--- src/rtl/uart_rx.sv ---
`default_nettype none
// ============================================================================
//  Module      : uart_rx
//  Description : UART receiver. Two-flop synchroniser on rx, falling-edge
//                start detection, mid-bit sampling of START / DATA (LSB
//                first) / STOP, and a one-entry valid/ready output register.
//                Optional macro UART_RX_ERROR_FLAGS_EN adds the
//                framing_error and overrun pulse outputs.
//  Revision    : 1.0 - initial release
// ============================================================================
module uart_rx #(
    parameter int NUMBER_OF_BITS = 8,
    parameter int BAUD_DIVIDER   = 4
) (
    input  logic                      clock,
    input  logic                      reset_n,
    input  logic                      rx,
    output logic                      data_valid,
    input  logic                      data_ready,
    output logic [NUMBER_OF_BITS-1:0] data_bits
`ifdef UART_RX_ERROR_FLAGS_EN
    ,
    output logic                      framing_error,
    output logic                      overrun
`endif
);

    localparam int c_rate_w = $clog2(BAUD_DIVIDER);
    localparam int c_bit_w  = $clog2(NUMBER_OF_BITS + 1);

    localparam logic [c_rate_w-1:0] c_rate_half = c_rate_w'(BAUD_DIVIDER / 2 - 1);
    localparam logic [c_rate_w-1:0] c_rate_full = c_rate_w'(BAUD_DIVIDER - 1);
    localparam logic [c_bit_w-1:0]  c_bit_last  = c_bit_w'(NUMBER_OF_BITS - 1);

    localparam logic [1:0] c_st_idle  = 2'd0;
    localparam logic [1:0] c_st_start = 2'd1;
    localparam logic [1:0] c_st_data  = 2'd2;
    localparam logic [1:0] c_st_stop  = 2'd3;

    logic                      r_rx_meta;
    logic                      r_rx_s;
    logic                      r_rx_prev;
    logic [1:0]                r_state;
    logic [1:0]                w_next_state;
    logic [c_rate_w-1:0]       r_rate_cnt;
    logic [c_bit_w-1:0]        r_bit_cnt;
    logic [NUMBER_OF_BITS-1:0] r_shift;

    logic w_rate_zero;
    logic w_start_detect;
    logic w_start_ok;
    logic w_data_sample;
    logic w_stop_sample;
    logic w_count_down;
    logic w_accept;
    logic w_load;

    // Synchronise rx; r_rx_prev keeps the previous synchronised value so that
    // only a real falling edge (not a held-low break) can begin a frame.
    always_ff @(posedge clock or negedge reset_n) begin
        if (!reset_n) begin
            r_rx_meta <= 1'b1;
            r_rx_s    <= 1'b1;
            r_rx_prev <= 1'b1;
        end else begin
            r_rx_meta <= rx;
            r_rx_s    <= r_rx_meta;
            r_rx_prev <= r_rx_s;
        end
    end

    // FSM state register.
    always_ff @(posedge clock or negedge reset_n) begin
        if (!reset_n) begin
            r_state <= c_st_idle;
        end else begin
            r_state <= w_next_state;
        end
    end

    // FSM next-state logic.
    always_comb begin
        w_next_state = r_state;
        case (r_state)
            c_st_idle: begin
                if (!r_rx_s && r_rx_prev) begin
                    w_next_state = c_st_start;
                end
            end
            c_st_start: begin
                if (w_rate_zero) begin
                    w_next_state = r_rx_s ? c_st_idle : c_st_data;
                end
            end
            c_st_data: begin
                if (w_rate_zero && (r_bit_cnt == c_bit_last)) begin
                    w_next_state = c_st_stop;
                end
            end
            c_st_stop: begin
                if (w_rate_zero) begin
                    w_next_state = c_st_idle;
                end
            end
            default: w_next_state = c_st_idle;
        endcase
    end

    // FSM output decode: sampling strobes and handshake qualifiers.
    always_comb begin
        w_rate_zero    = (r_rate_cnt == '0);
        w_start_detect = (r_state == c_st_idle) && !r_rx_s && r_rx_prev;
        w_start_ok     = (r_state == c_st_start) && w_rate_zero && !r_rx_s;
        w_data_sample  = (r_state == c_st_data) && w_rate_zero;
        w_stop_sample  = (r_state == c_st_stop) && w_rate_zero;
        w_count_down   = (r_state != c_st_idle) && !w_rate_zero;
        w_accept       = data_valid && data_ready;
        // A same-cycle accept frees the register, so the new word may load.
        w_load         = w_stop_sample && r_rx_s && (!data_valid || w_accept);
    end

    // Baud-rate and bit counters.
    always_ff @(posedge clock or negedge reset_n) begin
        if (!reset_n) begin
            r_rate_cnt <= '0;
            r_bit_cnt  <= '0;
        end else begin
            if (w_start_detect) begin
                r_rate_cnt <= c_rate_half;
                r_bit_cnt  <= '0;
            end else if (w_start_ok) begin
                r_rate_cnt <= c_rate_full;
                r_bit_cnt  <= '0;
            end else if (w_data_sample) begin
                r_rate_cnt <= c_rate_full;
                r_bit_cnt  <= r_bit_cnt + 1'b1;
            end else if (w_count_down) begin
                r_rate_cnt <= r_rate_cnt - 1'b1;
            end
        end
    end

    // Shift register: each data sample enters at the MSB and shifts right,
    // so the first bit on the line ends up in bit 0.
    generate
        if (NUMBER_OF_BITS == 1) begin : g_shift_single
            // Single-bit word: the sample is the whole word.
            always_ff @(posedge clock or negedge reset_n) begin
                if (!reset_n) begin
                    r_shift <= '0;
                end else if (w_data_sample) begin
                    r_shift <= r_rx_s;
                end
            end
        end else begin : g_shift_multi
            // Multi-bit word: shift right with the new sample at the MSB.
            always_ff @(posedge clock or negedge reset_n) begin
                if (!reset_n) begin
                    r_shift <= '0;
                end else if (w_data_sample) begin
                    r_shift <= {r_rx_s, r_shift[NUMBER_OF_BITS-1:1]};
                end
            end
        end
    endgenerate

    // One-entry output register with valid/ready handshake.
    always_ff @(posedge clock or negedge reset_n) begin
        if (!reset_n) begin
            data_valid <= 1'b0;
            data_bits  <= '0;
        end else if (w_load) begin
            data_valid <= 1'b1;
            data_bits  <= r_shift;
        end else if (w_accept) begin
            data_valid <= 1'b0;
        end
    end

`ifdef UART_RX_ERROR_FLAGS_EN
    // One-cycle error pulses following a bad stop bit or a dropped word.
    always_ff @(posedge clock or negedge reset_n) begin
        if (!reset_n) begin
            framing_error <= 1'b0;
            overrun       <= 1'b0;
        end else begin
            framing_error <= w_stop_sample && !r_rx_s;
            overrun       <= w_stop_sample && r_rx_s && data_valid && !w_accept;
        end
    end
`endif

endmodule
`default_nettype wire

--- config.mk ---
export PLATFORM = sky130hd
export DESIGN_NAME = uart_rx
export DESIGN_NICKNAME = d
export VERILOG_FILES = /design/src/rtl/uart_rx.sv
export SDC_FILE = /design/constraint.sdc
export NUM_CORES = 1
export LEC_CHECK = 0
export ABC_AREA = 1
export CORE_ASPECT_RATIO = 2
export CORE_MARGIN = 1.5
export CORE_UTILIZATION = 25
export CTS_BUF_LIST = sky130_fd_sc_hd__clkbuf_4 sky130_fd_sc_hd__clkbuf_8
export DETAILED_ROUTE_END_ITERATION = 12
export GPL_TIMING_DRIVEN = 0
export PLACE_DENSITY = 0.39
export SLEW_MARGIN = 10
export SYNTH_ARGS = -nofsm -noshare
export SYNTH_HDL_FRONTEND = slang
export SYNTH_SLANG_ARGS = --single-unit
--- constraint.sdc ---
create_clock -name clock -period 3.8 [get_ports clock]
set_input_delay 0.95 -clock clock [delete_from_list [all_inputs] [get_ports clock]]
set_output_delay 0.95 -clock clock [all_outputs]
set_load 0.005 [all_outputs]
==> flow_metrics.tcl, run 1 <==
set metrics [dict create \
    syn_to_final_growth_pct 19.6 \
    synth.distinct_cells 20 \
    ir_worst_vdd_v 0.000359 \
    cts_max_level 1 \
    crit_type "register to primary output" \
    setup_tns_ns 0 \
    ios 13 \
    slew_headroom_pct 57.1 \
    core_area_mm2 0.00482 \
    synth_top_cell_area_share_pct 50.9 \
    clock_power_share_pct 21.8 \
    slew_viol_final 0 \
    vias 861 \
    die-area_mm2 0.00537 \
    grt_pass1_wl_um 4490 \
    sw_frac_of_total_pct 33.8 \
    drive_gt1_share_pct 16.4 \
    critPathTopFamily "buffers and inverters" \
    gp_congestion 0.807 \
    wl_per_cell_um 12.3 \
    final_cell_mix "34 x nand2_1, 25 x dfrtp_1, 20 x inv_1" \
    yosysWarningCount 0 \
    p_int_mw 0.556 \
    cts_root_buffer "clkbuf_8" \
    ys_seq_area_share_pct 57.3 \
    postCtsHoldBufs 0 \
    status "complete, no violations" \
    skew_ns 0.00629 \
    clkSinkCount 28 \
    synth-edff-count 0 \
    fp-row-count 36 \
    cts_inserted_buffers 3 \
    synth_area_leader_cell "dfrtp_1" \
    p_switching_mw 0.285 \
    grtUsageTotal_pct 11.3 \
    firstDrtPassIters 4 \
    ys.flop_type "dfrtp_1" \
    critPathLaunchType "register" \
    syn_nets 136 \
    num_antenna_cells 0 \
    cts_tree "done" \
    rsz0062_at_grt "no" \
    crit_fanout 2 \
    hold_viol 0 \
    synthArstFlopShare_pct 100 \
    io_buffer_count 12 \
    vias_per_cell 4.24 \
    place_inst 199 \
    die_w_um 52.6 \
    postCtsSetupRepairBufs 0 \
    p_leak_nw 0.684 \
    comb_power_share_pct 30.1 \
    setup_viol 0 \
    first_iter_violations 6 \
    syn_inst 130 \
    pwr_density_cell_mw_per_mm2 572 \
    critPathBufInv 1 \
    grt_overflow 0 \
    num-nets-final 153 \
    start_util_pct 25.5 \
    hpwl_um 1950 \
    layoutNonFillerInstCount 203 \
    crit_chain "clkdlybuf4s50_1" \
    cts_resized 0 \
    arrival_ns 1.13 \
    antenna_found_initial 0 \
    maxCapViolCount 0 \
    die_y_um 102 \
    layout_commonest_cell "nand2_1" \
    period_share_pct 54.8 \
    cp-end-kind "primary output" \
    cts.clk_slew.worst_paths_ns 0.10 \
    drc 0 \
    cp_slowest_cell "clkdlybuf4s50_1" \
    min_period_ns 2.08 \
    synth-seq-cells 28 \
    hold_class "register to register" \
    worstMarginPinSlew_ns 0.644 \
    critPathRequiredTime_ns 2.85 \
    clk_latency_ns 0.27 \
    seqPwrFrac_pct 48.1 \
    timing.fmax_mhz 480 \
    syn_area_mm2 0.00123 \
    syn_avg_cell_area_um2 9.46 \
    wl_um 2500 \
    cts_buffer_depth 2 \
    ant_nets 0 \
    critPathMaxStageDelay_ns 0.50 \
    grt_pass1_vias 991 \
    synthTopCellsByArea "dfrtp_1 51%, nand2_1 10%, dfstp_2 6.4%" \
    grt_max_degree 29 \
]
## power by group through the flow
stage                     clock network [mW]  registers [mW]  logic [mW]
after detailed placement                   0           0.412       0.263
after CTS                              0.192           0.407       0.263
after global routing                   0.197           0.414       0.304
after global placement                     0           0.410       0.259
after floorplan                            0           0.402       0.180
final                                  0.183           0.405       0.253
## final cells by class
class                      count  area, um^2
fill                         515        3350
sequential                    28         704
multi-input combinational     78         424
timing repair buffer          12         115
inverter                      21        78.8
tap                           57        71.3
clock buffer                   4        55.1
buffer                         3        22.5
## kinds of logic after synthesis
family	count (synthesis)	synth area share, %
buffers and inverters	24	8.24
flip-flops	28	57.3
AND/OR/NAND/NOR	54	20.7
AO/OA/AOI/OAI	22	11.8
adder cells (fa/ha/maj)	2	2.03
## worst paths after layout
path	start	end	slack, ns	cells past startpoint
max	data_bits[1]	data_bits[1]	1.72	1
min	r_rx_meta	r_rx_s	0.36	0
max reg2reg	r_rate_cnt[0]	data_bits[6]	2.22	8
min reg2reg	r_rx_meta	r_rx_s	0.36	0
max in group asynchronous	reset_n	r_rate_cnt[0]	2.69	1
min in group asynchronous	reset_n	r_rate_cnt[1]	0.69	1
## synthesized netlist by cell type (all sizes together) (2+ instances only)
library cell / number
nand2: 34
nor2: 8
nand4: 3
buf: 2
nand3: 6
ha: 2
dfrtp: 25
nor3: 2
a21oi: 2
o21ai: 19
dfstp: 3
inv: 21
## through the flow
stage          total power, mW  setup WS (ns)  utilization [%]  instance area (um^2)  hold WS, ns
3_5_place_dp             0.675           1.57             29.4                  1420        0.353
2_1_floorplan            0.582           2.19                -                  1230        0.345
3_3_place_gp             0.670           1.27             29.5                  1420        0.346
6_report                 0.841           1.72             30.5                  1470        0.364
5_1_grt                  0.915           1.67             30.5                  1470        0.369
4_1_cts                  0.861           1.70             30.5                  1470        0.367
## flip-flops by register name, summed over array words and instances, names as in the netlist, named ones only
signal	count
data_valid	1
data_bits	8
r_rx_meta	1
r_rx_prev	1
r_state	1
r_shift	8
r_rx_s	1
r_bit_cnt	4
r_rate_cnt	2
## routing by layer
metal | vias to the layer above | track usage [%] | part of all wire [%]
met5 | - | 0 | 0
met4 | 0 | 4.73 | 1.7
met3 | 4 | 1.61 | 1.7
met2 | 7 | 21.6 | 57
met1 | 408 | 11.7 | 40
li1 | 442 | - | -
Note: power is estimated with default switching activity, not from simulation.
==> run 2: changes to the inputs <==
--- a/config.mk
+++ b/config.mk
@@ -12,7 +12,7 @@
 export CTS_BUF_LIST = sky130_fd_sc_hd__clkbuf_4 sky130_fd_sc_hd__clkbuf_8
 export DETAILED_ROUTE_END_ITERATION = 12
 export GPL_TIMING_DRIVEN = 0
-export PLACE_DENSITY = 0.39
+export PLACE_DENSITY = 0.4
 export SLEW_MARGIN = 10
 export SYNTH_ARGS = -nofsm -noshare
 export SYNTH_HDL_FRONTEND = slang
==> constraint.sdc (replaced) <==
create_clock -name clock -period 1.9 [get_ports clock]
set_input_delay 0.475 -clock clock [delete_from_list [all_inputs] [get_ports clock]]
set_output_delay 0.475 -clock clock [all_outputs]
set_load 0.005 [all_outputs]
==> run 2 against run 1 <==
Effect of this change:
- sequential cell count unchanged
- via count up 1.3%
- critical endpoint is now data_bits[7]
- global-route usage is 0.69 points lower
- critical path depth stayed put
- wire length shrank 2.9%
- critical path type unchanged
- clock-buffer cell count is the same
==> flow_metrics.tcl, run 2 (synthesis results as in run 1) <==
set metrics [dict create \
    status "complete, no violations" \
    cts_buffer_depth 2 \
    cp_slowest_cell "clkdlybuf4s50_1" \
    crit_fanout 2 \
    final_cell_mix "34 x nand2_1, 25 x dfrtp_1, 20 x inv_1" \
    io_buffer_count 12 \
    slew_headroom_pct 57.2 \
    vias_per_cell 4.30 \
    cts_root_buffer "clkbuf_8" \
    dpl_cell_area_mm2 0.00142 \
    cts_tree "done" \
    grt_max_degree 29 \
    ios 13 \
    cts.clk_slew.worst_paths_ns 0.09 \
    cp-end-kind "primary output" \
    critPathTopFamily "buffers and inverters" \
    postCtsHoldBufs 0 \
    rrSetupSlack_ns 0.30 \
    num-nets-final 153 \
    hold_viol 0 \
    grt_pass1_vias 940 \
    vias 872 \
    drc 0 \
    fillCellCount 501 \
    reg_top3 "data_bits x8, r_shift x8, r_bit_cnt x4" \
    p_int_mw 1.09 \
    cts_max_level 1 \
    grt_pass1_wl_um 4280 \
    first_iter_violations 11 \
    p_leak_nw 0.681 \
    timing.rr.start "r_rate_cnt[0]" \
    grtUsageTotal_pct 10.6 \
    rsz0062_at_grt "no" \
    syn_to_final_growth_pct 19.1 \
    die_w_um 52.6 \
    final_area_mm2 0.00147 \
    arrival_ns 1.13 \
    layout_commonest_cell "nand2_1" \
    crit_type "register to primary output" \
    start_util_pct 25.5 \
    critPathRequiredTime_ns 1.42 \
    num_antenna_cells 0 \
    clkSinkCount 28 \
    sw_frac_of_total_pct 34.3 \
    cp.depth 1 \
    die-area_mm2 0.00537 \
    grt_overflow 0 \
    clock_power_share_pct 20.6 \
    critPathLaunchType "register" \
    p_switching_mw 0.569 \
    drive_gt1_share_pct 16.4 \
    min_period_ns 1.61 \
    antenna_found_initial 0 \
    worstMarginPinSlew_ns 0.643 \
    ir_worst_vdd_v 0.000729 \
    hpwl_um 1820 \
    pwr_density_cell_mw_per_mm2 1130 \
    setup_viol 0 \
    total_power_mw 1.66 \
    slew_viol_final 0 \
    firstDrtPassIters 5 \
    wl_per_cell_um 11.9 \
    critPathMaxStageDelay_ns 0.51 \
    wl_um 2430 \
    core_area_mm2 0.00482 \
    reg2reg_depth 8 \
    postCtsSetupRepairBufs 0 \
    cts_inserted_buffers 3 \
    seqPwrFrac_pct 48.7 \
    timing.fmax_mhz 621 \
    maxCapViolCount 0 \
    ant_nets 0 \
    r2r-end "data_bits[6]" \
    fp-row-count 36 \
    skew_ns 0.00336 \
    cts_resized 0 \
    period_share_pct 84.7 \
    critPathBufInv 1 \
    gp_congestion 0.786 \
    hold_class "input pin to async pin" \
    comb_power_share_pct 30.7 \
    clk_latency_ns 0.27 \
    crit_chain "clkdlybuf4s50_1" \
    die_y_um 102 \
]
==> run 2: changes by cell type in the layout (fill, tap and decap cells not counted) <==
cell	before	now
clkbuf_8	4	3
clkbuf_4	0	1
==> run 2: cell type report <==
class                   count  area, um^2  share of cell area, %
flip-flops and latches     28         704                   48.1
multi-input cells          78         424                   28.9
repair buffers             12         115                   7.86
inverters                  21        78.8                   5.38
well taps                  57        71.3                   4.87
clock buffers               4        48.8                   3.33
plain buffers               3        22.5                   1.54
==> run 2: power groups by stage <==
| stage | logic [mW] | clock network, mW | registers, mW |
|---|---|---|---|
| after CTS | 0.522 | 0.358 | 0.809 |
| after detailed placement | 0.522 | 0 | 0.820 |
| final | 0.509 | 0.343 | 0.809 |
| after floorplan | 0.360 | 0 | 0.805 |
| after global placement | 0.516 | 0 | 0.820 |
| after global routing | 0.595 | 0.376 | 0.830 |
==> run 2: worst max path at each step <==
stage                        startpoint           end  slack (ns)
after floorplan           r_rate_cnt[0]  data_bits[6]        0.53
after CTS                 r_rate_cnt[0]  data_bits[6]        0.27
final                      data_bits[7]  data_bits[7]        0.29
after global routing      r_rate_cnt[0]  data_bits[6]        0.15
after detailed placement     data_ready  data_bits[6]        0.14
after global placement          reset_n  data_bits[2]       -0.16
==> run 2: through the flow <==
step | hold WS [ns] | std cells | util [%] | TNS, ns | worst slack (ns)
5_1_grt | 0.273 | 203 | 30.4 | 0 | 0.149
6_report | 0.220 | 203 | 30.4 | 0 | 0.291
3_5_place_dp | 0.353 | 199 | 29.4 | 0 | 0.141
3_3_place_gp | 0.347 | 199 | 29.5 | -4.02 | -0.163
4_1_cts | 0.243 | 203 | 30.4 | 0 | 0.269
2_1_floorplan | 0.179 | 130 | - | 0 | 0.533
==> run 2: per-layer routing <==
layer,up-vias,global-route usage [%],part of all wire [%]
li1,442,-,-
met1,416,11.8,41
met2,12,19.1,55
met3,2,1.75,2.6
met4,0,4.73,1.1
met5,-,0,0
==> run 2: worst reg2reg max path, cell delays in order (launching register included) <==
cell     delay [ns]
dfrtp_1        0.39
inv_1          0.08
ha_1           0.32
nand2_1        0.13
inv_2          0.09
nand4_4        0.16
buf_6          0.22
nand2_1        0.07
o21ai_2        0.05
